===== src/rtl/usb_msc_pkg.sv =====
// rtl/usb_msc_pkg.sv - shared constants and types for the MSC command path
package usb_msc_pkg;

  localparam logic [31:0] CBW_SIGNATURE = 32'h43425355;
  localparam int          CBW_WORDS     = 8;

  localparam logic [2:0] ERR_NONE  = 3'd0;
  localparam logic [2:0] ERR_SIG   = 3'd1;
  localparam logic [2:0] ERR_LUN   = 3'd2;
  localparam logic [2:0] ERR_CBLEN = 3'd3;
  localparam logic [2:0] ERR_GAP   = 3'd4;

  typedef enum logic [1:0] {
    ST_IDLE,
    ST_COLLECT,
    ST_PRESENT,
    ST_DRAIN
  } cbw_state_e;

  // Byte-enable mask keeping CDB bytes below cb_len; 16 selects all bytes.
  function automatic logic [127:0] cdb_mask(input logic [4:0] cb_len);
    logic [127:0] m;
    m = '0;
    for (int i = 0; i < 16; i++) begin
      if (5'(i) < cb_len) m[i*8 +: 8] = 8'hFF;
    end
    return m;
  endfunction

endpackage


===== src/rtl/usb_msc_cbw_parser_if.sv =====
// rtl/usb_msc_cbw_parser_if.sv - CBW word stream in, decoded command out
interface usb_msc_cbw_parser_if;
  logic [31:0]  in_data;
  logic         in_valid;
  logic         in_ready;
  logic         cmd_valid;
  logic         cmd_ready;
  logic [31:0]  cmd_tag;
  logic [31:0]  cmd_xfer_len;
  logic         cmd_dir_in;
  logic [3:0]   cmd_lun;
  logic [4:0]   cmd_cb_len;
  logic [127:0] cmd_cdb;

  modport master (
    output in_data, in_valid, cmd_ready,
    input  in_ready, cmd_valid, cmd_tag, cmd_xfer_len, cmd_dir_in,
           cmd_lun, cmd_cb_len, cmd_cdb
  );

  modport slave (
    input  in_data, in_valid, cmd_ready,
    output in_ready, cmd_valid, cmd_tag, cmd_xfer_len, cmd_dir_in,
           cmd_lun, cmd_cb_len, cmd_cdb
  );
endinterface


===== src/rtl/msc_gap_timer.sv =====
// rtl/msc_gap_timer.sv - loadable 16-bit idle counter with timeout strobe
module msc_gap_timer (
  input  logic        clk,
  input  logic        rst,
  input  logic        load_i,
  input  logic [15:0] load_value_i,
  input  logic        en_i,
  input  logic [15:0] limit_i,
  output logic        timeout_o
);

  logic [15:0] count_q, count_d;

  // Saturates so a caller that ignores the strobe never sees a wrap.
  always_comb begin
    count_d = count_q;
    if (load_i) begin
      count_d = load_value_i;
    end else if (en_i && (count_q != 16'hFFFF)) begin
      count_d = count_q + 16'd1;
    end
  end

  always_ff @(posedge clk) begin
    if (rst) count_q <= '0;
    else     count_q <= count_d;
  end

  assign timeout_o = en_i && (count_q == limit_i);

endmodule


===== src/rtl/usb_msc_cbw_parser.sv =====
// rtl/usb_msc_cbw_parser.sv - assembles and validates the 31-byte CBW
module usb_msc_cbw_parser #(
  parameter logic [31:0] CBW_SIGNATURE = usb_msc_pkg::CBW_SIGNATURE,
  parameter logic [3:0]  MAX_LUN       = 4'd0,
  parameter logic [15:0] GAP_TIMEOUT   = 16'd1024
) (
  input  logic                        clk,
  input  logic                        rst,
  usb_msc_cbw_parser_if.slave         bus,
  output logic                        err_valid,
  output logic [2:0]                  err_code,
  output logic                        transfer_active,
  output logic                        transfer_done,
  output logic [15:0]                 cbw_ok_count,
  output logic [15:0]                 cbw_err_count
);
  import usb_msc_pkg::*;

  localparam logic [2:0] LAST_WORD = 3'(CBW_WORDS - 1);

  cbw_state_e   state_q, state_d;
  logic [2:0]   wcnt_q, wcnt_d;
  logic [31:0]  tag_q, tag_d;
  logic [31:0]  len_q, len_d;
  logic         dir_q, dir_d;
  logic [7:0]   lun_q, lun_d;
  logic [7:0]   cblen_q, cblen_d;
  logic [127:0] cdb_q, cdb_d;
  logic         err_q, err_d;
  logic [2:0]   code_q, code_d;
  logic         done_q, done_d;
  logic         active_q, active_d;
  logic [15:0]  ok_q, ok_d;
  logic [15:0]  errc_q, errc_d;

  logic accept;
  logic lun_bad;
  logic cblen_bad;
  logic gap_load;
  logic gap_en;
  logic gap_timeout;

  assign bus.in_ready = (state_q != ST_PRESENT);
  assign accept       = bus.in_valid && bus.in_ready;

  // Validation reads the W3 fields captured earlier, so it is ready on W7.
  assign lun_bad   = (lun_q[7:4] != 4'd0) || (lun_q[3:0] > MAX_LUN);
  assign cblen_bad = (cblen_q == 8'd0) || (cblen_q > 8'd16);

  assign gap_load = accept || (state_d != state_q);
  assign gap_en   = (state_q == ST_COLLECT) || (state_q == ST_DRAIN);

  msc_gap_timer u_gap_timer (
    .clk          (clk),
    .rst          (rst),
    .load_i       (gap_load),
    .load_value_i (16'd0),
    .en_i         (gap_en),
    .limit_i      (GAP_TIMEOUT),
    .timeout_o    (gap_timeout)
  );

  always_comb begin
    state_d  = state_q;
    wcnt_d   = wcnt_q;
    tag_d    = tag_q;
    len_d    = len_q;
    dir_d    = dir_q;
    lun_d    = lun_q;
    cblen_d  = cblen_q;
    cdb_d    = cdb_q;
    err_d    = 1'b0;
    code_d   = code_q;
    done_d   = 1'b0;
    active_d = active_q;
    ok_d     = ok_q;
    errc_d   = errc_q;

    case (state_q)
      ST_IDLE: begin
        if (accept) begin
          if (bus.in_data == CBW_SIGNATURE) begin
            state_d  = ST_COLLECT;
            wcnt_d   = 3'd1;
            active_d = 1'b1;
          end else begin
            err_d   = 1'b1;
            code_d  = ERR_SIG;
            state_d = ST_DRAIN;
          end
        end
      end
      ST_COLLECT: begin
        if (accept) begin
          wcnt_d = wcnt_q + 3'd1;
          case (wcnt_q)
            3'd1: tag_d = bus.in_data;
            3'd2: len_d = bus.in_data;
            3'd3: begin
              dir_d         = bus.in_data[7];
              lun_d         = bus.in_data[15:8];
              cblen_d       = bus.in_data[23:16];
              cdb_d[7:0]    = bus.in_data[31:24];
            end
            3'd4: cdb_d[39:8]    = bus.in_data;
            3'd5: cdb_d[71:40]   = bus.in_data;
            3'd6: cdb_d[103:72]  = bus.in_data;
            3'd7: cdb_d[127:104] = bus.in_data[23:0];
            default: ;
          endcase
          if (wcnt_q == LAST_WORD) begin
            if (lun_bad) begin
              err_d   = 1'b1;
              code_d  = ERR_LUN;
              state_d = ST_DRAIN;
            end else if (cblen_bad) begin
              err_d   = 1'b1;
              code_d  = ERR_CBLEN;
              state_d = ST_DRAIN;
            end else begin
              state_d = ST_PRESENT;
            end
          end
        end else if (gap_timeout) begin
          err_d   = 1'b1;
          code_d  = ERR_GAP;
          state_d = ST_IDLE;
        end
      end
      ST_PRESENT: begin
        if (bus.cmd_ready) begin
          state_d = ST_IDLE;
          done_d  = 1'b1;
          ok_d    = ok_q + 16'd1;
        end
      end
      ST_DRAIN: begin
        if (!accept && gap_timeout) state_d = ST_IDLE;
      end
      default: state_d = ST_IDLE;
    endcase

    if (err_d) begin
      done_d = 1'b1;
      errc_d = errc_q + 16'd1;
    end
    if (done_d) active_d = 1'b0;
  end

  always_ff @(posedge clk) begin
    if (rst) begin
      state_q  <= ST_IDLE;
      wcnt_q   <= '0;
      tag_q    <= '0;
      len_q    <= '0;
      dir_q    <= 1'b0;
      lun_q    <= '0;
      cblen_q  <= '0;
      cdb_q    <= '0;
      err_q    <= 1'b0;
      code_q   <= ERR_NONE;
      done_q   <= 1'b0;
      active_q <= 1'b0;
      ok_q     <= '0;
      errc_q   <= '0;
    end else begin
      state_q  <= state_d;
      wcnt_q   <= wcnt_d;
      tag_q    <= tag_d;
      len_q    <= len_d;
      dir_q    <= dir_d;
      lun_q    <= lun_d;
      cblen_q  <= cblen_d;
      cdb_q    <= cdb_d;
      err_q    <= err_d;
      code_q   <= code_d;
      done_q   <= done_d;
      active_q <= active_d;
      ok_q     <= ok_d;
      errc_q   <= errc_d;
    end
  end

  assign bus.cmd_valid    = (state_q == ST_PRESENT);
  assign bus.cmd_tag      = tag_q;
  assign bus.cmd_xfer_len = len_q;
  assign bus.cmd_dir_in   = dir_q;
  assign bus.cmd_lun      = lun_q[3:0];
  assign bus.cmd_cb_len   = cblen_q[4:0];
  assign bus.cmd_cdb      = cdb_q & cdb_mask(cblen_q[4:0]);

  assign err_valid       = err_q;
  assign err_code        = code_q;
  assign transfer_active = active_q;
  assign transfer_done   = done_q;
  assign cbw_ok_count    = ok_q;
  assign cbw_err_count   = errc_q;

endmodule


===== src/flat_wrapper.sv =====
// flat-port wrapper written by rule: the top's interface ports become plain ports
module usb_msc_cbw_parser_flat import usb_msc_pkg::*;
#(
  parameter logic [31:0] CBW_SIGNATURE = usb_msc_pkg::CBW_SIGNATURE,
  parameter logic [3:0]  MAX_LUN       = 4'd0,
  parameter logic [15:0] GAP_TIMEOUT   = 16'd1024
)
  (clk, rst, err_valid, err_code, transfer_active, transfer_done, cbw_ok_count, cbw_err_count, bus_in_data, bus_in_valid, bus_cmd_ready, bus_in_ready, bus_cmd_valid, bus_cmd_tag, bus_cmd_xfer_len, bus_cmd_dir_in, bus_cmd_lun, bus_cmd_cb_len, bus_cmd_cdb);
  usb_msc_cbw_parser_if bus_i ();
  input  logic clk;
  input  logic rst;
  output logic err_valid;
  output logic [2:0] err_code;
  output logic transfer_active;
  output logic transfer_done;
  output logic [15:0] cbw_ok_count;
  output logic [15:0] cbw_err_count;
  input wire logic [$bits(bus_i.in_data)-1:0] bus_in_data;
  input wire logic [$bits(bus_i.in_valid)-1:0] bus_in_valid;
  input wire logic [$bits(bus_i.cmd_ready)-1:0] bus_cmd_ready;
  output wire logic [$bits(bus_i.in_ready)-1:0] bus_in_ready;
  output wire logic [$bits(bus_i.cmd_valid)-1:0] bus_cmd_valid;
  output wire logic [$bits(bus_i.cmd_tag)-1:0] bus_cmd_tag;
  output wire logic [$bits(bus_i.cmd_xfer_len)-1:0] bus_cmd_xfer_len;
  output wire logic [$bits(bus_i.cmd_dir_in)-1:0] bus_cmd_dir_in;
  output wire logic [$bits(bus_i.cmd_lun)-1:0] bus_cmd_lun;
  output wire logic [$bits(bus_i.cmd_cb_len)-1:0] bus_cmd_cb_len;
  output wire logic [$bits(bus_i.cmd_cdb)-1:0] bus_cmd_cdb;
  assign bus_i.in_data = bus_in_data;
  assign bus_i.in_valid = bus_in_valid;
  assign bus_i.cmd_ready = bus_cmd_ready;
  assign bus_in_ready = bus_i.in_ready;
  assign bus_cmd_valid = bus_i.cmd_valid;
  assign bus_cmd_tag = bus_i.cmd_tag;
  assign bus_cmd_xfer_len = bus_i.cmd_xfer_len;
  assign bus_cmd_dir_in = bus_i.cmd_dir_in;
  assign bus_cmd_lun = bus_i.cmd_lun;
  assign bus_cmd_cb_len = bus_i.cmd_cb_len;
  assign bus_cmd_cdb = bus_i.cmd_cdb;
  usb_msc_cbw_parser #(.CBW_SIGNATURE(CBW_SIGNATURE), .MAX_LUN(MAX_LUN), .GAP_TIMEOUT(GAP_TIMEOUT)) u_core (.clk(clk), .rst(rst), .bus(bus_i), .err_valid(err_valid), .err_code(err_code), .transfer_active(transfer_active), .transfer_done(transfer_done), .cbw_ok_count(cbw_ok_count), .cbw_err_count(cbw_err_count));
endmodule

===== config.mk =====
export PLATFORM = sky130hd
export DESIGN_NAME = usb_msc_cbw_parser_flat
export DESIGN_NICKNAME = d
export VERILOG_FILES = /design/src/rtl/usb_msc_pkg.sv /design/src/rtl/usb_msc_cbw_parser_if.sv /design/src/rtl/msc_gap_timer.sv /design/src/rtl/usb_msc_cbw_parser.sv /design/src/flat_wrapper.sv
export SDC_FILE = /design/constraint.sdc
export NUM_CORES = 1
export LEC_CHECK = 0
export ABC_AREA = 1
export ABC_CLOCK_PERIOD_IN_PS = 3130
export CELL_PAD_IN_SITES_DETAIL_PLACEMENT = 1
export CELL_PAD_IN_SITES_GLOBAL_PLACEMENT = 1
export CORE_MARGIN = 1
export CORE_UTILIZATION = 38
export CTS_CLUSTER_DIAMETER = 150
export DETAILED_ROUTE_END_ITERATION = 10
export HOLD_SLACK_MARGIN = 0.02
export PLACE_DENSITY = 0.85
export SLEW_MARGIN = 20
export SYNTH_ARGS = -nofsm -noshare
export SYNTH_HDL_FRONTEND = slang
export SYNTH_SLANG_ARGS = --single-unit
export TNS_END_PERCENT = 100

===== constraint.sdc =====
create_clock -name clk -period 3.13 [get_ports clk]
set_input_delay 0.939 -clock clk [delete_from_list [all_inputs] [get_ports clk]]
set_output_delay 0.939 -clock clk [all_outputs]
set_load 0.02 [all_outputs]

### Word-level counts from Yosys, hierarchy flattened

Index checks and enable logic that the tools add are counted.

| storage, ports and cells | value |
|---|---|
| register bits after elaboration | 268 |
| input port bits | 36 |
| output and inout port bits | 242 |
| word-level logic and storage cells | 139 |

| cells by class | value |
|---|---|
| add/sub/neg operators | 4 |
| order comparisons | 18 |
| equal/unequal tests | 22 |
| muxes and demuxes | 49 |
| bitwise logic cells | 1 |
| reductions and logical operators | 26 |

Operators by type and width:

| kind | number |
|---|---|
| 128-bit bitwise AND | 1 |
| 8-bit two-way mux | 16 |
| 16-bit by 1-bit adder with 16-bit output (second input constant) | 3 |
| 4-bit by 5-bit less-than comparator with 1-bit output (first input constant) | 8 |
| 32-bit by 31-bit equality test with 1-bit output (second input constant) | 1 |
| 3-bit two-way mux | 10 |
| 3-bit AND reduction | 8 |
| 3-bit by 5-bit less-than comparator with 1-bit output (first input constant) | 4 |
| 16-bit by 11-bit equality test with 1-bit output (second input constant) | 1 |
| 2-bit two-way mux | 8 |
| 16-bit inequality test (second input constant) | 1 |
| 3-bit equality test (second input constant) | 4 |
| 3-bit case mux with 2 select lines | 2 |
| 1-bit two-way mux | 11 |
| 1-bit by 5-bit less-than comparator with 1-bit output (first input constant) | 2 |
| 2-bit by 5-bit less-than comparator with 1-bit output (first input constant) | 2 |
| 8-bit by 5-bit greater-than comparator with 1-bit output (second input constant) | 1 |
| 8-bit zero test | 1 |
| 2-bit case mux with 4 select lines | 1 |
| 3-bit by 2-bit equality test with 1-bit output (second input constant) | 2 |
| 2-bit by 1-bit inequality test with 1-bit output (second input constant) | 3 |
| 6-bit AND reduction | 1 |
| 2-bit equality test (second input constant) | 2 |
| 4-bit by 1-bit greater-than comparator with 1-bit output (second input constant) | 1 |
| 18 further kinds | 26 |

### Depth between registers and ports, before layout

| logic depth | value |
|---|---|
| depth in word-level cells | 10 |
| depth in mapped cells | 12 |
| gate-level depth less buffers | 11 |

### Modules after synthesis

From an unflattened synthesis, not the netlist that was laid out.

| second synthesis, totals | value |
|---|---|
| cells, all modules | 1,710 |
| area total of the unflattened synthesis | 11,975.2 um2 |

By module, submodules not included:

| module | times used | cells an instance | area each (um2) |
|---|---|---|---|
| usb_msc_cbw_parser | 1 | 1,457 | 10,565.1 |
| msc_gap_timer | 1 | 253 | 1,410.1 |

### Least setup slack after synthesis

OpenSTA, ideal clock, no wires.

| path | value |
|---|---|
| kind | register to output |
| start | register u_core.cblen_q[4] |
| end | output port bus_cmd_cdb[10] |
| arrival time | 1.467 ns |
| path slack | 0.724 ns |
| cell stages (with the launch flop) | 5 |
| path buffers | 0 |
| path through | dfxtp_1 -> nor2_1 -> clkinv_1 -> nor3_1 -> nor2_1 |

| between the ends | value |
|---|---|
| cells in the longest elaborated chain, start to end | 3 |

RTL lines:

| what | RTL line | source |
|---|---|---|
| start, declared | usb_msc_cbw_parser.sv:27 | `logic [7:0] cblen_q, cblen_d;` |
| start signal, assigned | usb_msc_cbw_parser.sv:173 | `cblen_q <= cblen_d;` |
| 1-bit by 5-bit less-than comparator with 1-bit output | usb_msc_pkg.sv:25 | `if (5'(i) < cb_len) m[i*8 +: 8] = 8'hFF;` |
| 8-bit two-way mux | usb_msc_pkg.sv:25 |  |
| 128-bit bitwise AND | usb_msc_cbw_parser.sv:190 | `assign bus.cmd_cdb = cdb_q & cdb_mask(cblen_q[4:0]);` |
| end, declared | flat_wrapper.sv:28 | `output wire logic [$bits(bus_i.cmd_cdb)-1:0] bus_cmd_cdb;` |

No other way between the ends.

### Worst setup path after layout

| path | value |
|---|---|
| start | register u_core.cblen_q[4] |
| end | output port bus_cmd_cdb[2] |

Same word-level chain as after synthesis.

==> run_results.csv <==
group,metric,value,unit
run_status,status,"finished with violations",
run_status,violations,"negative setup slack",
grt,grt_pass1_wl,68.4,mm
sta,finalHoldViolations,0,
drt,drt-pass1-iter-count,5,
worst_setup_path,r2r-end,"u_core.cbw_err_count[10]$_SDFFE_PP0P_",
clocking,cts-root-buf,"clkbuf_16",
hold_path,hold_class,"reg -> reg",
sta,setup_viol,1,
worst_setup_path,cp_max_fo,11,
die,core.rowCount,63,
logic_synthesis,ys_seq_elements,268,
worst_setup_path,crit_start,"u_core.cblen_q[4]$_SDFFE_PP0P_",
clocking,cts_sinks,268,
final_layout,nets,1952,
sta,period_minus_slack,3150,ps
worst_setup_path,critPathKind,"reg -> out",
clocking,cts_tree,"done",
final_layout,mostFrequentLayoutCells,"dfxtp_1, nor2_1, inv_1",
power_and_ir_drop,p_switching,1.82,mW
grt,grt_pass1_vias,12300,
worst_setup_path,critPathCapture,"bus_cmd_cdb[2]",
logic_synthesis,synth_fa_ha_area_share,1.08,%
logic_synthesis,synth-simple-area-share,21.1,%
final_layout,area_delta_synth_final,37.9,%
clocking,h-tree-depth,1,
logic_synthesis,synth_compound_area_share,18.3,%
worst_setup_path,worst-r2r-setup-slack,690,ps
drt,wire_per_inst,19.3,µm
final_layout,insertedDiodeCount,0,
worst_setup_path,worstPathArrival,2210,ps
drt,ant_nets,0,
die,die_h,177,µm
final_layout,layout_commonest_cell,"dfxtp_1",
clocking,postCtsHoldBufs,0,
place,placed_cell_area,14900,µm²
power_and_ir_drop,leakagePower,7.00,nW
power_and_ir_drop,p_int,5.69,mW
power_and_ir_drop,seqPwrFrac,46.1,%
grt,overflow,0,
power_and_ir_drop,p_sw_share,24.2,%
place,globalplace.congestion,0.842,
power_and_ir_drop,clock_power_share,47.1,%
sta,skew,23.1,ps
power_and_ir_drop,pwr_density_cell,469,nW/µm²
sta,setup-tns-final,-17.6,ps
sta,worst_slack,-17.6,ps
place,dpl.cell_count,2264,
sta,holdWs,453,ps
drt,via_per_inst,5.22,
clocking,clock_latency,560,ps
grt,grt_use_total,27.9,%
sta,worstMarginPinSlew,802,ps
final_layout,stdcell_area,16000,µm²
worst_setup_path,startpoint_type,"register",
sta,rsz0062_at_grt,"true",
logic_synthesis,ys_seq_area_share,46.2,%
logic_synthesis,netlist_area,11600,µm²
drt,vias,12100,
drt,drt-total-wl,44.7,mm
logic_synthesis,synth_cells,1628,
clocking,cts_buffer_depth,3,
final_layout,final_cells,2318,
place,io_buffers,277,
power_and_ir_drop,pwr-share-comb,6.8,%
drt,drcViolationCount,0,
sta,finalCritPeriodShare,101,%
power_and_ir_drop,ir_drop,0.370,mV
die,initial_core_util,38.9,%
grt,grt_max_degree,69,
sta,fmax,0.318,GHz
grt,antenna_found_initial,0,
worst_setup_path,required,2190,ps
logic_synthesis,synth_top_family_by_area,"simple AND/OR/NAND/NOR gates",
place,dpl.hpwl,31.4,mm
die,core_area,29900,µm²
logic_synthesis,synth_xor_area_share,2.19,%
logic_synthesis,syn_nets,1674,
power_and_ir_drop,finalPower,7.51,mW
clocking,clk_pin_slew,60,ps
logic_synthesis,yosysWarningCount,0,
final_layout,fillers,3756,
logic_synthesis,synthMuxAreaShare,0,%
worst_setup_path,cp-end-kind,"primary output",
sta,slew_viol_final,0,
worst_setup_path,r2r_cells,7,
die,die_area,31200,µm²
logic_synthesis,synthDistinctLibCells,37,
run,maxCapViolations,0,
clocking,cts_made_buffers,29,
final_layout,drive_gt1_share,7.99,%
die,io_pins,278,
worst_setup_path,r2r_start,"u_core.wcnt_q[2]$_SDFFE_PP0P_",
sta,slew_headroom,46.5,%
die,die_x,177,µm
drt,drt_iter0_markers,830,
logic_synthesis,avgSynthCellArea,7.13,µm²
## flip-flops by register name, summed over array words and instances (netlist names)
register	flops
u_core.cdb_q	128
u_core.bus.cmd_tag	32
u_core.bus.cmd_xfer_len	32
u_core.cbw_err_count	16
u_core.cbw_ok_count	16
u_core.u_gap_timer.count_q	16
u_core.cblen_q	8
u_core.lun_q	8
u_core.err_code	3
u_core.wcnt_q	3
u_core.state_q	2
u_core.bus.cmd_dir_in	1
u_core.err_valid	1
u_core.transfer_active	1
u_core.transfer_done	1
## synthesized netlist by cell type, drive strengths merged
cell type | number | area, µm²
xnor2 | 11 | 96.3
and3 | 1 | 6.26
o21ai | 201 | 1010
o31ai | 1 | 7.51
inv | 231 | 870
clkinv | 1 | 3.75
nor3 | 19 | 133
xor2 | 18 | 158
o21a | 2 | 15.0
o21bai | 2 | 18.8
nor2 | 269 | 1050
nand3 | 84 | 438
ha | 10 | 125
a21oi | 212 | 1060
a22oi | 1 | 7.51
clkbuf | 53 | 199
nand3b | 2 | 15.0
nand2 | 196 | 756
dfxtp | 268 | 5370
nand4 | 9 | 56.3
a31oi | 1 | 6.26
buf | 36 | 219
## final cells by class
| type | count | area (µm²) | share of cell area, % |
|---|---|---|---|
| clock buffers | 43 | 868 | 5.42 |
| clock inverters | 10 | 110 | 0.688 |
| inverters | 232 | 878 | 5.49 |
| well taps | 390 | 488 | 3.05 |
| repair buffers | 336 | 3260 | 20.4 |
| multi-input cells | 1039 | 5040 | 31.5 |
| flip-flops and latches | 268 | 5370 | 33.5 |
## power by group through the flow
stage | sequential (mW) | clock [mW] | combinational, mW
4_1_cts | 3.46 | 3.58 | 0.509
3_5_place_dp | 3.54 | 0 | 0.501
6_report | 3.46 | 3.53 | 0.512
3_3_place_gp | 3.54 | 0 | 0.490
2_1_floorplan | 3.55 | 0 | 0.228
5_1_grt | 3.46 | 3.73 | 0.548
## what timing repair did
action                                  in CTS  in global routing
cloned                                       0                  0
pin swaps                                    0                  1
endpoints found under the setup margin     112                 71
setup buffers                                0                  1
gates resized for setup                     84                 60
## routing by layer
layer / share of wire, % / global-route usage (%) / wire length (µm)
met4: 4.3 / 12.1 / 1910
met2: 47 / 46.7 / 21100
met1: 42 / 34.6 / 18700
met3: 6.8 / 5.61 / 3060
met5: 0 / 0 / 0
## worst min-delay path by stage
| stage | start | endpoint | slack [ps] | depth (start not counted) |
|---|---|---|---|---|
| floorplan | u_core.cdb_q[10]$_SDFFE_PP0P_ | u_core.cdb_q[10]$_SDFFE_PP0P_ | 430 | 2 |
| global placement | u_core.cdb_q[38]$_SDFFE_PP0P_ | u_core.cdb_q[38]$_SDFFE_PP0P_ | 440 | 2 |
| detailed placement | u_core.cdb_q[112]$_SDFFE_PP0P_ | u_core.cdb_q[112]$_SDFFE_PP0P_ | 450 | 2 |
| finish | u_core.cdb_q[42]$_SDFFE_PP0P_ | u_core.cdb_q[42]$_SDFFE_PP0P_ | 450 | 2 |
| CTS | u_core.cdb_q[112]$_SDFFE_PP0P_ | u_core.cdb_q[112]$_SDFFE_PP0P_ | 460 | 2 |
| global route | u_core.cdb_q[113]$_SDFFE_PP0P_ | u_core.cdb_q[113]$_SDFFE_PP0P_ | 480 | 2 |
## cell families after synthesis
| kind of cell | Yosys count |
|---|---|
| xor+xnor | 29 |
| fa+ha+maj | 10 |
| simple gates | 580 |
| buf+inv | 321 |
| flops | 268 |
| compound gates | 420 |
## metrics by stage
step | setup slack [ps] | utilization (%)
after floorplan | 724 | -
after detailed placement | 93.1 | 50.0
after global routing | -77.4 | 53.6
after global placement | 135 | 50.0
final | -17.6 | 53.6
after CTS | -135 | 53.1
## worst max-delay path: stages (launching register included)
cell and delay, ps:
dfxtp_1 330, nor2_2 200, buf_6 220, nand3_4 170, nand2_1 120, inv_1 60
clkdlybuf4s50_1 530
Note: power is estimated with default switching activity, not from simulation.
